--- src/rtl/line_fill_ctrl_if.sv ---
// Bus bundle for line_fill_ctrl: fill request, host port, char/chardata RAM and line-RAM ports.
// Optional overrun_cnt present only when LINE_FILL_OVERRUN_CNT_EN is defined.
interface line_fill_ctrl_if;
    logic        line_start;
    logic [9:0]  line_y;
    logic        bank;
    logic        host_req;
    logic [11:0] host_addr;
    logic [7:0]  host_wdata;
    logic        host_gnt;
    logic [11:0] char_addr;
    logic        char_we;
    logic [7:0]  char_wdata;
    logic [7:0]  glyph_data;
    logic [11:0] pix_addr;
    logic [7:0]  pix_data;
    logic        lb_we;
    logic [9:0]  lb_addr;
    logic [7:0]  lb_wdata;
    logic        busy;
    logic        done;
    logic        overrun;
`ifdef LINE_FILL_OVERRUN_CNT_EN
    logic [7:0]  overrun_cnt;
`endif

    modport master (
`ifdef LINE_FILL_OVERRUN_CNT_EN
        output overrun_cnt,
`endif
        input  line_start, line_y, bank,
        input  host_req, host_addr, host_wdata,
        output host_gnt,
        output char_addr, char_we, char_wdata,
        input  glyph_data,
        output pix_addr,
        input  pix_data,
        output lb_we, lb_addr, lb_wdata,
        output busy, done, overrun
    );

    modport slave (
`ifdef LINE_FILL_OVERRUN_CNT_EN
        input  overrun_cnt,
`endif
        output line_start, line_y, bank,
        output host_req, host_addr, host_wdata,
        input  host_gnt,
        input  char_addr, char_we, char_wdata,
        output glyph_data,
        input  pix_addr,
        output pix_data,
        input  lb_we, lb_addr, lb_wdata,
        input  busy, done, overrun
    );
endinterface

--- src/rtl/line_fill_ctrl.sv ---
// Per-line fill scheduler: char_ram -> chardata_ram -> line RAM, with host char_ram arbitration.
// Define LINE_FILL_OVERRUN_CNT_EN to add the saturating overrun_cnt output.
module line_fill_ctrl #(
    parameter int LINE_PIXELS = 512,
    parameter int COL_W       = 9
) (
    input  logic              clk,
    input  logic              rst_n,
    line_fill_ctrl_if.master  bus
);

    typedef enum logic [1:0] {
        S_IDLE,
        S_FILL,
        S_DRAIN
    } state_t;

    localparam logic [COL_W-1:0] LAST_COL = COL_W'(LINE_PIXELS - 1);

    state_t           r_state;
    state_t           w_next;
    logic [COL_W-1:0] r_col;
    logic             r_drain_cnt;
    logic             r_s1_v;
    logic             r_s2_v;
    logic [COL_W-1:0] r_s1_col;
    logic [COL_W-1:0] r_s2_col;
    logic             r_bank;
    logic [8:0]       r_y;
    logic             r_done;

    logic             w_idle;
    logic             w_fill;
    logic             w_busy;
    logic             w_accept;
    logic             w_last;
    logic             w_drain_end;
    logic             w_gnt;
    logic             w_ovr;
    logic [5:0]       w_tile;
    logic [1:0]       w_pix2;

    assign w_idle      = (r_state == S_IDLE);
    assign w_fill      = (r_state == S_FILL);
    assign w_busy      = ~w_idle;
    assign w_accept    = w_idle & bus.line_start;
    assign w_last      = w_fill & (r_col == LAST_COL);
    assign w_drain_end = (r_state == S_DRAIN) & r_drain_cnt;
    assign w_gnt       = w_idle & bus.host_req & ~bus.line_start;
    assign w_ovr       = w_busy & bus.line_start;
    assign w_tile      = 6'(r_col >> 3);

    always_comb begin
        w_next = r_state;
        unique case (r_state)
            S_IDLE:  if (bus.line_start) w_next = S_FILL;
            S_FILL:  if (w_last)         w_next = S_DRAIN;
            S_DRAIN: if (r_drain_cnt)    w_next = S_IDLE;
            default: w_next = S_IDLE;
        endcase
    end

    always_ff @(posedge clk or negedge rst_n) begin
        if (!rst_n) begin
            r_state     <= S_IDLE;
            r_col       <= '0;
            r_drain_cnt <= 1'b0;
            r_s1_v      <= 1'b0;
            r_s2_v      <= 1'b0;
            r_s1_col    <= '0;
            r_s2_col    <= '0;
            r_bank      <= 1'b0;
            r_y         <= '0;
            r_done      <= 1'b0;
        end else begin
            r_state     <= w_next;
            r_done      <= w_drain_end;
            r_drain_cnt <= (r_state == S_DRAIN) ? ~r_drain_cnt : 1'b0;
            if (w_accept) begin
                r_bank <= bus.bank;
                r_y    <= bus.line_y[8:0];
            end
            // Column returns to zero only through the FILL exit
            if (w_fill)
                r_col <= w_last ? '0 : r_col + 1'b1;
            r_s1_v   <= w_fill;
            r_s1_col <= r_col;
            r_s2_v   <= r_s1_v;
            r_s2_col <= r_s1_col;
        end
    end

    always_comb begin
        w_pix2 = 2'b00;
        unique case (r_s2_col[1:0])
            2'd0: w_pix2 = bus.pix_data[7:6];
            2'd1: w_pix2 = bus.pix_data[5:4];
            2'd2: w_pix2 = bus.pix_data[3:2];
            2'd3: w_pix2 = bus.pix_data[1:0];
            default: w_pix2 = 2'b00;
        endcase
    end

    // Host owns the char_ram port only on idle cycles without a fill request
    assign bus.host_gnt   = w_gnt;
    assign bus.char_we    = w_gnt;
    assign bus.char_wdata = w_gnt ? bus.host_wdata : 8'h00;
    assign bus.char_addr  = w_gnt  ? bus.host_addr :
                            w_fill ? {r_y[8:3], w_tile} : 12'h000;

    assign bus.pix_addr = r_s1_v ? {bus.glyph_data, r_y[2:0], r_s1_col[2]} : 12'h000;

    assign bus.lb_we    = r_s2_v;
    assign bus.lb_addr  = r_s2_v ? {r_bank, 9'(r_s2_col)} : 10'h000;
    assign bus.lb_wdata = r_s2_v ? {4{w_pix2}} : 8'h00;

    assign bus.busy    = w_busy;
    assign bus.done    = r_done;
    assign bus.overrun = w_ovr;

`ifdef LINE_FILL_OVERRUN_CNT_EN
    logic [7:0] r_ovr_cnt;

    always_ff @(posedge clk or negedge rst_n) begin
        if (!rst_n)
            r_ovr_cnt <= 8'h00;
        else if (w_ovr && (r_ovr_cnt != 8'hFF))
            r_ovr_cnt <= r_ovr_cnt + 8'd1;
    end

    assign bus.overrun_cnt = r_ovr_cnt;
`endif

endmodule

--- src/flat_wrapper.sv ---
// flat-port wrapper written by rule: the top's interface ports become plain ports
module line_fill_ctrl_flat 
#(
    parameter int LINE_PIXELS = 512,
    parameter int COL_W       = 9
)
  (clk, rst_n, bus_line_start, bus_line_y, bus_bank, bus_host_req, bus_host_addr, bus_host_wdata, bus_host_gnt, bus_char_addr, bus_char_we, bus_char_wdata, bus_glyph_data, bus_pix_addr, bus_pix_data, bus_lb_we, bus_lb_addr, bus_lb_wdata, bus_busy, bus_done, bus_overrun);
  line_fill_ctrl_if bus_i ();
  input  logic clk;
  input  logic rst_n;
  input wire logic [$bits(bus_i.line_start)-1:0] bus_line_start;
  input wire logic [$bits(bus_i.line_y)-1:0] bus_line_y;
  input wire logic [$bits(bus_i.bank)-1:0] bus_bank;
  input wire logic [$bits(bus_i.host_req)-1:0] bus_host_req;
  input wire logic [$bits(bus_i.host_addr)-1:0] bus_host_addr;
  input wire logic [$bits(bus_i.host_wdata)-1:0] bus_host_wdata;
  output wire logic [$bits(bus_i.host_gnt)-1:0] bus_host_gnt;
  output wire logic [$bits(bus_i.char_addr)-1:0] bus_char_addr;
  output wire logic [$bits(bus_i.char_we)-1:0] bus_char_we;
  output wire logic [$bits(bus_i.char_wdata)-1:0] bus_char_wdata;
  input wire logic [$bits(bus_i.glyph_data)-1:0] bus_glyph_data;
  output wire logic [$bits(bus_i.pix_addr)-1:0] bus_pix_addr;
  input wire logic [$bits(bus_i.pix_data)-1:0] bus_pix_data;
  output wire logic [$bits(bus_i.lb_we)-1:0] bus_lb_we;
  output wire logic [$bits(bus_i.lb_addr)-1:0] bus_lb_addr;
  output wire logic [$bits(bus_i.lb_wdata)-1:0] bus_lb_wdata;
  output wire logic [$bits(bus_i.busy)-1:0] bus_busy;
  output wire logic [$bits(bus_i.done)-1:0] bus_done;
  output wire logic [$bits(bus_i.overrun)-1:0] bus_overrun;
  assign bus_i.line_start = bus_line_start;
  assign bus_i.line_y = bus_line_y;
  assign bus_i.bank = bus_bank;
  assign bus_i.host_req = bus_host_req;
  assign bus_i.host_addr = bus_host_addr;
  assign bus_i.host_wdata = bus_host_wdata;
  assign bus_host_gnt = bus_i.host_gnt;
  assign bus_char_addr = bus_i.char_addr;
  assign bus_char_we = bus_i.char_we;
  assign bus_char_wdata = bus_i.char_wdata;
  assign bus_i.glyph_data = bus_glyph_data;
  assign bus_pix_addr = bus_i.pix_addr;
  assign bus_i.pix_data = bus_pix_data;
  assign bus_lb_we = bus_i.lb_we;
  assign bus_lb_addr = bus_i.lb_addr;
  assign bus_lb_wdata = bus_i.lb_wdata;
  assign bus_busy = bus_i.busy;
  assign bus_done = bus_i.done;
  assign bus_overrun = bus_i.overrun;
  line_fill_ctrl #(.LINE_PIXELS(LINE_PIXELS), .COL_W(COL_W)) u_core (.clk(clk), .rst_n(rst_n), .bus(bus_i));
endmodule
--- config.mk ---
export PLATFORM = sky130hd
export DESIGN_NAME = line_fill_ctrl_flat
export DESIGN_NICKNAME = d
export VERILOG_FILES = /design/src/rtl/line_fill_ctrl_if.sv /design/src/rtl/line_fill_ctrl.sv /design/src/flat_wrapper.sv
export SDC_FILE = /design/constraint.sdc
export NUM_CORES = 1
export LEC_CHECK = 0
export CORE_ASPECT_RATIO = 1.4
export CORE_MARGIN = 2
export CORE_UTILIZATION = 35
export CTS_CLUSTER_SIZE = 20
export DETAILED_ROUTE_END_ITERATION = 10
export PLACE_DENSITY = 0.73
export SYNTH_ARGS = -nofsm -noshare
export SYNTH_HDL_FRONTEND = slang
export SYNTH_SLANG_ARGS = --single-unit
--- constraint.sdc ---
create_clock -name clk -period 6.65 [get_ports clk]
set_clock_uncertainty 0.05 [all_clocks]
set_input_delay 1.995 -clock clk [delete_from_list [all_inputs] [get_ports clk]]
set_output_delay 1.995 -clock clk [all_outputs]
set_load 0.05 [all_outputs]
Word level (Yosys, flattened, before mapping)
Index checks and enable logic that the tools add are counted.

Flip-flop bits (word level): 43. Bits of input ports: 51.

Add/subtract/negate cells: 1. Equal/unequal tests: 9. Mux-type cells: 13. Bitwise gates (word level): 9. Reduce and logical (&&, ||, !) cells: 3.

Operators by type and width (number): $mux 12 (3); $mux 8 (2); $mux 10 (1); $add 9x1->9 const B (1); $eq 9x9->1 const B (1); $mux 9 (1); $pmux 2 s4 (1); $and 1x1->1 (6); $eq 2x2->1 const B (3); $mux 2 (3); $pmux 2 s3 (1); $eq 2x1->1 const B (2); $logic_not 2->1 (2); $ne 2x2->1 const B (2); $not 1->1 (3); $reduce_and 3->1 (1); $ne 2x1->1 const B (1); $mux 1 (1).

Logic depth before layout (Yosys ltp)
Word-level depth: 4. Mapped depth: 9. Depth with buffers taken out: 7.

Least setup slack after synthesis
Ideal clock, no wire load.

Path type: input -> output. Start: in bus_line_start. End: out bus_char_addr[2]. Arrival: 3687 ps. Setup slack: 918 ps. Stages on the path: 4. Path buffers: 1. Path through: nor4b_1 > clkbuf_1 > nand2_1 > o21ai_0.

Word-level cells in the longest chain between the ends: 3.

RTL lines: start, declared (line flat_wrapper.sv:11) `input wire logic [$bits(bus_i.line_start)-1:0] bus_line_start;`; $not 1->1 (line line_fill_ctrl.sv:49) `assign w_gnt = w_idle & bus.host_req & ~bus.line_start;`; $and 1x1->1 (line line_fill_ctrl.sv:49); net bus_char_we (line flat_wrapper.sv:19) `output wire logic [$bits(bus_i.char_we)-1:0] bus_char_we;`; $mux 12 (line line_fill_ctrl.sv:108) `assign bus.char_addr = w_gnt ? bus.host_addr :`; end, declared (line flat_wrapper.sv:18) `output wire logic [$bits(bus_i.char_addr)-1:0] bus_char_addr;`.

The timed path passes the listed nets, and every way through them passes these cells.

Worst setup path in the final report
Start: in bus_pix_data[1]. End: out bus_lb_wdata[5].

Word-level cells in the longest chain between the ends: 2.

RTL lines: start, declared (line flat_wrapper.sv:23) `input wire logic [$bits(bus_i.pix_data)-1:0] bus_pix_data;`; $pmux 2 s4 (line line_fill_ctrl.sv:95) `unique case (r_s2_col[1:0])`; $mux 8 (line line_fill_ctrl.sv:115) `assign bus.lb_wdata = r_s2_v ? {4{w_pix2}} : 8'h00;`; end, declared (line flat_wrapper.sv:26) `output wire logic [$bits(bus_i.lb_wdata)-1:0] bus_lb_wdata;`.

No other way between the ends.

==> flow_summary.yaml <==
run_status:
  status: "complete, no violations"
synthesis:
  synth_seq_area_share_pct: 54.8
  yosysTopAreaCellShare_pct: 54.8
  syn_inst: 171
  synthesis.area_sq_um: 1960
  async_flop_share_pct: 100
  synth_top_area_cell: "dfrtp_1"
  synth_nets: 224
  synth_common_cells: "dfrtp_1 (43), and2_1 (33), nand2_1 (11)"
  synth.area.top_cells: "dfrtp_1 (55%), and2_1 (11%), mux2_2 (5.7%), a22o_1 (4.5%), buf_4 (2.7%)"
  ys_types: 37
  synth_most_common_cell: "dfrtp_1"
  avgSynthCellArea_sq_um: 11.5
  synth_ff_type: "dfrtp_1"
  yosysWarnings: 0
  ys_ff_latch: 43
  synth_edf_count: 0
grt:
  grt_overflow_total: 0
  grt_usage_pct: 14.8
  antenna_found_initial: 0
  grt_pass1_vias: 1588
  grt_pass1_wl_microns: 7100
  grt_max_degree: 44
sta:
  fin_tns_setup_ns: 0
  holdWs_ns: 0.302
  setup_viol: 0
  setup_ws_ns: 0.853
  slew_headroom_pct: 39.0
  worst_slew_pin_slew_ns: 0.914
  fmax_mhz: 173
  period_minus_slack_ns: 5.80
  rsz0062_at_grt: "no"
  fin_crit_sh_pct: 87.2
  hold_viol_final: 0
  final_max_slew_viol_count: 0
setup_path:
  crit_required_ns: 4.61
  cp-startpoint: "bus_pix_data[1]"
  crit_fanout: 4
  r2r_cells: 7
  timing.rr.start: "u_core.r_col[0]$_DFFE_PN0N_"
  path_class: "in2out"
  start_kind: "input pin"
  crit_path_frequent_cell: "clkdlybuf4s50_1"
  slowest_delay_ns: 0.71
  cp.arrival_ns: 3.75
  crit_slowest_cell: "clkdlybuf4s50_1"
  cp_num_buf_inv: 2
  cp_cell_sequence: "clkdlybuf4s50_1 -> mux4_2 -> and2_1 -> clkdlybuf4s50_1"
  endpoint_kind: "primary output"
  crit_family: "buffers and inverters"
  r2r_slack_ns: 4.21
  rr_endpoint: "u_core.r_col[7]$_DFFE_PN0N_"
floorplanning:
  die_width_microns: 67.3
  dieArea_sq_um: 6230
  placementRows: 32
  die_h_microns: 92.6
  ioPinCount: 107
  core_sq_um: 5450
  start_util_pct: 36.0
pwr:
  irDropWorstVdd_uv: 100
  power.total_mw: 0.487
  p_leak_nw: 1.41
  power-per-cell-area_nw_per_um2: 152
cells_and_area:
  insertedDiodeCount: 0
  layout.cells.non_filler: 335
  area_growth_pct: 62.7
  layout-drive-gt1-share_pct: 16.9
  design_area_sq_um: 3190
  fin_nets: 320
  fin_util_pct: 58.6
place:
  placed_area_sq_um: 3100
  dp_cells: 328
  place_ws_ns: 0.835
  routabilityCongestion: 0.743
  hpwlAfterDp_microns: 3360
  numPortBuffers: 105
clocking:
  htreeDepth: 2
  path_clk_slew_ns: 0.07
  cts.repair.resized: 0
  cts_tree: "done"
  cts_buffers: 5
  cts_buffer_depth: 2
  post-cts-setup-buffer-count: 0
  cts_hold_buf: 0
  cts_sinks: 43
  cts-root-buf: "clkbuf_8"
  clk_latency_ns: 0.28
min_path:
  min_path_cells: 0
  holdCritPathClass: "reg2reg"
  worstHoldEndpoint: "u_core.r_s2_col[8]$_DFF_PN0_"
  min-delay-start: "u_core.r_s1_col[8]$_DFF_PN0_"
run:
  max_cap_violations: 0
detailed_routing:
  drc: 0
  num_vias: 1607
  wl_microns: 4310
  drt_iter0_drc: 32
  post_drt_wl_per_cell_microns: 12.9
  ant_nets: 0
  first_pass_iters: 4
  viasPerCell: 4.80
where the power goes:
group	switching [mW]	internal (mW)	total, mW	leakage, nW
clock	0.0775	0.0814	0.159	0.0470
combinational	0.0305	0.0360	0.0664	0.829
sequential	0	0.261	0.261	0.538
kinds of logic after synthesis:
logic type	after synthesis	synth area share, %
AO/OA/AOI/OAI	25	9.50
AND/OR/NAND/NOR	68	20.5
multiplexers	12	8.04
adder cells (fa/ha/maj)	2	1.28
flip-flops	43	54.8
buffers and inverters	21	5.87
layout make-up:
| type | count | area (sq um) |
|---|---|---|
| fillers | 494 | 2250 |
| clock inverters | 1 | 5.00 |
| clock buffers | 6 | 82.6 |
| repair buffers | 106 | 1150 |
| flip-flops and latches | 43 | 1080 |
| multi-input cells | 107 | 777 |
| well taps | 68 | 85.1 |
| inverters | 4 | 15.0 |
registers in the layout, indices dropped and copies added, names as in the netlist:
signal	flops
u_core.r_y	9
u_core.r_col	9
u_core.r_s2_col	9
u_core.r_s1_col	9
u_core.r_drain_cnt	1
u_core.bus.done	1
u_core.r_bank	1
u_core.bus.lb_we	1
u_core.r_s1_v	1
u_core.r_state	2
cell usage in the layout, fill, tap and decap left out, drive strengths merged, types with 3 or more instances in the layout:
| cell | instances |
|---|---|
| a22o | 10 |
| and2 | 33 |
| buf | 23 |
| clkbuf | 6 |
| clkdlybuf4s50 | 83 |
| dfrtp | 43 |
| inv | 4 |
| mux2 | 10 |
| nand2 | 11 |
| nand3 | 4 |
| nor2 | 3 |
| o21ai | 8 |
layer usage:
metal	part of all wire, %	up-vias	wire length, microns	global-route usage [%]
li1	-	774	-	-
met1	36	767	1530	15.8
met2	56	64	2400	27.0
met3	8.1	2	347	4.62
met4	0.56	0	24	4.42
met5	0	-	0	0
worst max-delay path by stage:
stage	cells past startpoint	end
after floorplan	4	bus_char_addr[2]
after global placement	4	bus_lb_wdata[2]
after detailed placement	4	bus_lb_wdata[5]
after CTS	4	bus_lb_wdata[5]
after global routing	4	bus_lb_wdata[5]
final	4	bus_lb_wdata[5]
Note: power is estimated with default switching activity, not from simulation.
